## src/rtl/leaf_bridge_pkg.sv

```systemverilog
// leaf_bridge_pkg
//   Shared definitions for leaf_stream_bridge and its channel FIFO:
//   - seq_state_e : start sequencer state (IDLE, START, RUN)
//   - clog2       : ceiling log2, used to size FIFO pointers
package leaf_bridge_pkg;

  typedef enum logic [1:0] {
    IDLE  = 2'd0,
    START = 2'd1,
    RUN   = 2'd2
  } seq_state_e;

  // Smallest r with 2**r >= value (0 for value <= 1).
  function automatic int clog2(input int value);
    int r;
    r = 0;
    for (int i = 0; i < 31; i++) begin
      if ((1 << i) < value) r = i + 1;
    end
    return r;
  endfunction

endpackage

```

## src/rtl/leaf_stream_fifo.sv

```systemverilog
// leaf_stream_fifo
//   First-word-fall-through FIFO for one bridge channel.
//   Parameters: PAYLOAD_BITS (word width), FIFO_DEPTH (power of two, >= 2).
//   Ports:
//     clk, rst_n            clock, asynchronous active-low reset (flushes contents)
//     wr_data/wr_valid/wr_ready  write side; wr_ready = !full
//     rd_data/rd_valid/rd_ready  read side; rd_valid = !empty, rd_data = head entry
//   Handshake: a word moves on a rising clk edge when valid and ready are both
//   high on that side. A push while full is refused even if a pop happens in the
//   same cycle, so wr_ready never depends on rd_ready.
module leaf_stream_fifo
  import leaf_bridge_pkg::*;
#(
  parameter int PAYLOAD_BITS = 32,
  parameter int FIFO_DEPTH   = 4
) (
  input  logic                    clk,
  input  logic                    rst_n,
  input  logic [PAYLOAD_BITS-1:0] wr_data,
  input  logic                    wr_valid,
  output logic                    wr_ready,
  output logic [PAYLOAD_BITS-1:0] rd_data,
  output logic                    rd_valid,
  input  logic                    rd_ready
);

  localparam int AW = clog2(FIFO_DEPTH);

  logic [PAYLOAD_BITS-1:0] mem [FIFO_DEPTH];
  logic [AW-1:0]           wr_ptr;
  logic [AW-1:0]           rd_ptr;
  logic [AW:0]             count;
  logic                    full;
  logic                    empty;
  logic                    push;
  logic                    pop;

  assign full     = (count == (AW+1)'(FIFO_DEPTH));
  assign empty    = (count == '0);
  assign push     = wr_valid & ~full;
  assign pop      = rd_ready & ~empty;
  assign wr_ready = ~full;
  assign rd_valid = ~empty;
  assign rd_data  = mem[rd_ptr];

  // Pointers are AW bits wide, so they wrap modulo FIFO_DEPTH naturally.
  always_ff @(posedge clk or negedge rst_n) begin
    if (!rst_n) begin
      wr_ptr <= '0;
      rd_ptr <= '0;
      count  <= '0;
    end else begin
      if (push) wr_ptr <= wr_ptr + AW'(1);
      if (pop)  rd_ptr <= rd_ptr + AW'(1);
      case ({push, pop})
        2'b10:   count <= count + (AW+1)'(1);
        2'b01:   count <= count - (AW+1)'(1);
        default: count <= count;
      endcase
    end
  end

  // Storage needs no reset: an empty count hides whatever it holds.
  always_ff @(posedge clk) begin
    if (push) mem[wr_ptr] <= wr_data;
  end

endmodule

```

## src/rtl/leaf_stream_bridge.sv

```systemverilog
// leaf_stream_bridge
//   Decoupling bridge between leaf_interface and an HLS operator.
//   Optional feature macro: LEAF_BRIDGE_CNT_EN (adds word_cnt and per-channel
//   push counters).
//   Ports:
//     clk, ap_rst_n                       clock, asynchronous active-low reset
//     ap_start                            level start request from the interface
//     user_ap_start/ready/done            HLS control handshake to the operator
//     busy, run_cnt                       sequencer not IDLE, completed runs (wraps)
//     dbg_seq_state                       current sequencer state
//     dout_leaf_interface2user, vld_interface2user, ack_user2interface
//                                         interface -> bridge input channels
//     Input_TDATA/TVALID/TREADY           bridge -> operator streams
//     Output_TDATA/TVALID/TREADY          operator -> bridge streams
//     din_leaf_user2interface, vld_user2interface, ack_interface2user
//                                         bridge -> interface output channels
//     word_cnt                            accepted pushes per channel, inputs in
//                                         the low slices (LEAF_BRIDGE_CNT_EN only)
//   Channel k of a packed bus lives at [k*PAYLOAD_BITS +: PAYLOAD_BITS].
module leaf_stream_bridge
  import leaf_bridge_pkg::*;
#(
  parameter int NUM_IN_PORTS  = 2,
  parameter int NUM_OUT_PORTS = 4,
  parameter int PAYLOAD_BITS  = 32,
  parameter int FIFO_DEPTH    = 4,
  parameter int CNT_BITS      = 16
) (
  input  logic                                    clk,
  input  logic                                    ap_rst_n,
  input  logic                                    ap_start,
  output logic                                    user_ap_start,
  input  logic                                    user_ap_ready,
  input  logic                                    user_ap_done,
  output logic                                    busy,
  output logic [CNT_BITS-1:0]                     run_cnt,
  output seq_state_e                              dbg_seq_state,
  input  logic [NUM_IN_PORTS*PAYLOAD_BITS-1:0]    dout_leaf_interface2user,
  input  logic [NUM_IN_PORTS-1:0]                 vld_interface2user,
  output logic [NUM_IN_PORTS-1:0]                 ack_user2interface,
  output logic [NUM_IN_PORTS*PAYLOAD_BITS-1:0]    Input_TDATA,
  output logic [NUM_IN_PORTS-1:0]                 Input_TVALID,
  input  logic [NUM_IN_PORTS-1:0]                 Input_TREADY,
  input  logic [NUM_OUT_PORTS*PAYLOAD_BITS-1:0]   Output_TDATA,
  input  logic [NUM_OUT_PORTS-1:0]                Output_TVALID,
  output logic [NUM_OUT_PORTS-1:0]                Output_TREADY,
  output logic [NUM_OUT_PORTS*PAYLOAD_BITS-1:0]   din_leaf_user2interface,
  output logic [NUM_OUT_PORTS-1:0]                vld_user2interface,
`ifdef LEAF_BRIDGE_CNT_EN
  output logic [(NUM_IN_PORTS+NUM_OUT_PORTS)*CNT_BITS-1:0] word_cnt,
`endif
  input  logic [NUM_OUT_PORTS-1:0]                ack_interface2user
);

  // ---------------- start sequencer ----------------
  seq_state_e state_q;
  seq_state_e state_d;
  logic       run_done;

  always_ff @(posedge clk or negedge ap_rst_n) begin
    if (!ap_rst_n) state_q <= IDLE;
    else           state_q <= state_d;
  end

  // A done seen together with ready in START completes the run immediately.
  always_comb begin
    state_d  = state_q;
    run_done = 1'b0;
    case (state_q)
      IDLE:  if (ap_start) state_d = START;
      START: begin
        if (user_ap_ready) begin
          if (user_ap_done) begin
            state_d  = IDLE;
            run_done = 1'b1;
          end else begin
            state_d  = RUN;
          end
        end
      end
      RUN: begin
        if (user_ap_done) begin
          state_d  = IDLE;
          run_done = 1'b1;
        end
      end
      default: state_d = IDLE;
    endcase
  end

  always_comb begin
    user_ap_start = (state_q == START);
    busy          = (state_q != IDLE);
    dbg_seq_state = state_q;
  end

  always_ff @(posedge clk or negedge ap_rst_n) begin
    if (!ap_rst_n)     run_cnt <= '0;
    else if (run_done) run_cnt <= run_cnt + CNT_BITS'(1);
  end

  // ---------------- data path ----------------
  for (genvar k = 0; k < NUM_IN_PORTS; k++) begin : g_in
    leaf_stream_fifo #(
      .PAYLOAD_BITS (PAYLOAD_BITS),
      .FIFO_DEPTH   (FIFO_DEPTH)
    ) u_fifo (
      .clk      (clk),
      .rst_n    (ap_rst_n),
      .wr_data  (dout_leaf_interface2user[k*PAYLOAD_BITS +: PAYLOAD_BITS]),
      .wr_valid (vld_interface2user[k]),
      .wr_ready (ack_user2interface[k]),
      .rd_data  (Input_TDATA[k*PAYLOAD_BITS +: PAYLOAD_BITS]),
      .rd_valid (Input_TVALID[k]),
      .rd_ready (Input_TREADY[k])
    );
  end

  for (genvar k = 0; k < NUM_OUT_PORTS; k++) begin : g_out
    leaf_stream_fifo #(
      .PAYLOAD_BITS (PAYLOAD_BITS),
      .FIFO_DEPTH   (FIFO_DEPTH)
    ) u_fifo (
      .clk      (clk),
      .rst_n    (ap_rst_n),
      .wr_data  (Output_TDATA[k*PAYLOAD_BITS +: PAYLOAD_BITS]),
      .wr_valid (Output_TVALID[k]),
      .wr_ready (Output_TREADY[k]),
      .rd_data  (din_leaf_user2interface[k*PAYLOAD_BITS +: PAYLOAD_BITS]),
      .rd_valid (vld_user2interface[k]),
      .rd_ready (ack_interface2user[k])
    );
  end

`ifdef LEAF_BRIDGE_CNT_EN
  // ---------------- per-channel push counters ----------------
  localparam int NCH = NUM_IN_PORTS + NUM_OUT_PORTS;

  logic [NCH-1:0] ch_push;
  assign ch_push = {Output_TVALID & Output_TREADY,
                    vld_interface2user & ack_user2interface};

  for (genvar k = 0; k < NCH; k++) begin : g_cnt
    logic [CNT_BITS-1:0] cnt_q;
    always_ff @(posedge clk or negedge ap_rst_n) begin
      if (!ap_rst_n)       cnt_q <= '0;
      else if (ch_push[k]) cnt_q <= cnt_q + CNT_BITS'(1);
    end
    assign word_cnt[k*CNT_BITS +: CNT_BITS] = cnt_q;
  end
`endif

endmodule

```

## config.mk

```make
export PLATFORM = sky130hd
export DESIGN_NAME = leaf_stream_bridge
export DESIGN_NICKNAME = d
export VERILOG_FILES = /design/src/rtl/leaf_bridge_pkg.sv /design/src/rtl/leaf_stream_fifo.sv /design/src/rtl/leaf_stream_bridge.sv
export SDC_FILE = /design/constraint.sdc
export NUM_CORES = 1
export LEC_CHECK = 0
export ABC_AREA = 0
export ABC_CLOCK_PERIOD_IN_PS = 2900
export CELL_PAD_IN_SITES_DETAIL_PLACEMENT = 2
export CELL_PAD_IN_SITES_GLOBAL_PLACEMENT = 2
export CORE_UTILIZATION = 25
export CTS_CLUSTER_DIAMETER = 100
export DETAILED_ROUTE_END_ITERATION = 8
export GPL_TIMING_DRIVEN = 0
export PLACE_DENSITY = 0.55
export REMOVE_ABC_BUFFERS = 1
export SLEW_MARGIN = 0
export SYNTH_ARGS = -nofsm -noshare
export SYNTH_HDL_FRONTEND = slang
export SYNTH_HIERARCHICAL = 1
export SYNTH_SLANG_ARGS = --single-unit
```

## constraint.sdc

```tcl
create_clock -name clk -period 2.9 [get_ports clk]
set_clock_uncertainty 0.15 [all_clocks]
set_input_delay 0.435 -clock clk [delete_from_list [all_inputs] [get_ports clk]]
set_output_delay 0.435 -clock clk [all_outputs]
set_load 0.01 [all_outputs]
```

==> summary.txt <==
Outcome
  – Status: completed

GRT
  – First-pass GRT wire length: 116 mm
  – Vias in the first global route: 17000
  – Initial antenna violation count: 13
  – Aggregate global routing overflow: 0
  – GRT Total Usage: 12.5%
  – Largest net degree at the start of global routing: 33

Place
  – # port buffers: 432
  – Area after DPL: 37500 um2
  – Gpl congestion: 0.684
  – Hpwl dp: 50.5 mm

Timing
  – Min cycle time layout: 2.81 ns
  – Hold Fails Final Rpt: 0
  – Count of pins over their slew limit: 0
  – RSZ-0062 raised after global routing: true
  – Slew @ Worst Pin: 0.994 ns
  – Slew headroom: 33.7%
  – # setup viols final: 0
  – F_max: 0.356 GHz
  – Tcrit/Tclk final: 96.9%

Setup path
  – Critical Path Sink Type: output port
  – Peak per-stage delay on the critical path: 0.51 ns
  – Req. time, crit path: 2.32 ns
  – CP dominant cell by count: buf_12
  – Arr. time, crit path: 2.23 ns
  – Crit Path Max Fanout: 11
  – CP Class: reg -> out
  – Critical Path, Cell by Cell: buf_12 > buf_12 > buf_4 > mux4_2 > clkbuf_2
  – Slowest-stage cell, CP: dfrtp_4
  – Reg2Reg Depth: 9
  – CP Launch Type: flip-flop

Floorplanning
  – Initial Utilization: 25.2%
  – DIE WIDTH: 355 um
  – Full die area: 126000 um2
  – Die height: 355 um
  – CORE AREA: 124000 um2
  – # rows: 129
  – I/O Pins: 433

Drt
  – Detail-routed via count per cell: 4.22
  – DRT iter0 DRCs: 724
  – Drt drc: 0
  – Drt pass-1 iters: 4
  – Via count: 15100
  – Avg WL per Cell: 22.2 um
  – Post-route ant nets: 0
  – Final wirelength: 79.3 mm

Synthesis
  – Syn. warnings: 6
  – Synthesis-stage register bit count: 828
  – Register area share after synthesis: 78.8%
  – Mapped Cells: 1308
  – Adder-cell share of the synthesized area: 1.79%
  – Synth Area in XOR/XNOR: 1.43%
  – Mux contribution to synthesized area: 14.4%
  – Largest family of logic cells by synthesized area: multiplexers
  – Synthesized area: 31200 um2
  – Number of distinct library cells after synthesis: 36
  – Post-Synth Simple-Gate Area: 1.77%
  – Mapped Avg Cell Area: 23.8 um2
  – Synth Area in Compound Gates: 0.305%

Layout
  – Commonest non-fill, non-tap cell in the layout: edfxtp_1
  – Layout cells sized above 1: 27.6%
  – Post-layout util: 33.1%
  – Area grow syn2layout: 31.3%
  – Fillers: 12200
  – Commonest non-fill, non-tap cells in the layout: edfxtp_1, clkdlybuf4s50_1, mux4_2, dlygate4sd2_1, clkbuf_16
  – # nets final: 2109
  – Fin area: 40900 um2

Clocking
  – Clock Tree Buf Depth: 3
  – Clk sink count: 828
  – Clock Latency Late Sink: 0.69 ns
  – H-tree depth: 3
  – CTS Buf Count: 95
  – Root Driver: clkbuf_16
  – CTS tree: built
  – Reg clk slew, reported paths: 0.06 ns

Power
  – PwrDens: 1040 nW/um2
  – Max VDD drop: 0.000733 V
  – Lkg Pwr: 13.9 nW

Flow run
  – Max_cap viols: 0

Worst hold path
  – Hold WC Path Type: in -> async
## synthesized netlist by cell type
cell type	n	area share, %
o31a_2	6	0.19
and4_2	1	0.032
buf_4	11	0.27
and3_1	3	0.060
clkbuf_1	11	0.13
mux2_4	6	0.29
or3_2	6	0.14
nand4_1	7	0.14
nand2_1	13	0.16
and2_4	5	0.14
and3_2	24	0.58
buf_2	24	0.39
xnor2_1	31	0.87
or3_1	1	0.020
nand2_4	1	0.036
mux2_2	2	0.072
nand3_1	2	0.032
nor3_1	1	0.016
inv_1	41	0.49
a21oi_2	1	0.028
a22o_1	1	0.028
mux2i_1	6	0.19
or3b_4	5	0.18
nor2_1	8	0.096
a21oi_1	1	0.016
o22ai_1	2	0.040
ha_1	35	1.4
xor2_1	20	0.56
or3b_1	1	0.028
edfxtp_1	768	74
mux4_2	192	14
dfrtp_1	60	4.8
nor4_4	1	0.068
buf_6	4	0.14
fa_1	6	0.39
nand4_2	1	0.040
## where the power goes
group | total, mW | internal [mW] | switching (mW) | leakage, nW
logic | 14.1 | 7.00 | 7.15 | 4.67
clock network | 11.5 | 6.66 | 4.84 | 1.44
registers | 16.9 | 15.9 | 0.967 | 7.76
total | 42.5 | 29.6 | 13.0 | 13.9
## cell type report
class | instances | area, um2 | share of cell area, %
clock buffer | 125 | 2520 | 6.16
inverter | 41 | 154 | 0.376
clock inverter | 47 | 449 | 1.10
sequential | 828 | 24600 | 60.1
timing repair buffer | 504 | 4980 | 12.2
tap | 1637 | 2050 | 5.01
multi-input combinational | 389 | 6150 | 15.0
antenna | 2 | 5.00 | 0.0122
## worst max-delay path, delay by kind of cell, from the launching register on
family | cells | cell delay [ns]
buf+inv | 4 | 0.59
flops | 1 | 0.51
mux | 1 | 0.42
## flip-flops by register name, summed over array words and instances, names as in the netlist
| register | cells |
|---|---|
| g_in.u_fifo/count | 6 |
| g_in.u_fifo/rd_ptr | 4 |
| g_in.u_fifo/wr_ptr | 4 |
| g_out.u_fifo/mem | 512 |
| g_out.u_fifo/rd_ptr | 8 |
| g_in.u_fifo/mem | 256 |
| g_out.u_fifo/wr_ptr | 8 |
| g_out.u_fifo/count | 12 |
| run_cnt | 16 |
| dbg_seq_state | 2 |
## kinds of logic after synthesis
| family | after synthesis |
|---|---|
| adders and majority gates | 41 |
| muxes | 206 |
| xor gates and xnor gates | 51 |
| DFF | 828 |
| AOI/OAI and AO/OA | 11 |
| buffers and inverters | 91 |
| and+or+nand+nor | 80 |
## final timing paths
check | from | to | slack, ns
worst max-delay path | g_out[0].u_fifo/rd_ptr[0]$_DFFE_PN0P_ | din_leaf_user2interface[1] | 0.09
worst min-delay path | ap_rst_n | g_out[0].u_fifo/rd_ptr[1]$_DFFE_PN0P_ | 0.16
worst max register to register | g_in[1].u_fifo/count[0]$_DFFE_PN0P_ | g_in[1].u_fifo/count[2]$_DFFE_PN0P_ | 0.47
worst min register to register | g_out[0].u_fifo/count[2]$_DFFE_PN0P_ | g_out[0].u_fifo/count[2]$_DFFE_PN0P_ | 0.35
max in group asynchronous | ap_rst_n | g_out[3].u_fifo/rd_ptr[0]$_DFFE_PN0P_ | 1.82
min in group clk | dout_leaf_interface2user[14] | g_in[0].u_fifo/mem[3][14]$_DFFE_PP_ | 0.22
## metal layers
metal | vias to the layer above | wire [um] | track usage, %
li1 | 6529 | - | -
met1 | 8006 | 31800 | 14.9
met2 | 378 | 39700 | 21.0
met3 | 135 | 6010 | 4.89
met4 | 22 | 1650 | 3.55
met5 | - | 130 | 0
## repair_timing
item,in CTS,in global routing
hold buffers,1,0
hold endpoints to repair,60,0
gates cloned,3,1
gates resized for setup,396,55
buffers inserted,53,1
setup endpoints to repair,192,44
## through the flow
| stage | TNS, ns | total power, mW | worst slack, ns | cells | hold slack [ns] |
|---|---|---|---|---|---|
| global placement | -271.92 | 31.2 | -1.39 | 3327 | 0.318 |
| floorplan | 0 | 24.0 | 0.212 | 1258 | -0.0106 |
| global route | -0.0378 | 44.8 | -0.0187 | 3572 | 0.120 |
| finish | 0 | 42.5 | 0.0887 | 3573 | 0.157 |
| detailed placement | 0 | 31.8 | 0.0543 | 3340 | 0.285 |
| CTS | -0.170 | 43.6 | -0.126 | 3569 | 0.0679 |
Note: power is estimated with default switching activity, not from simulation.
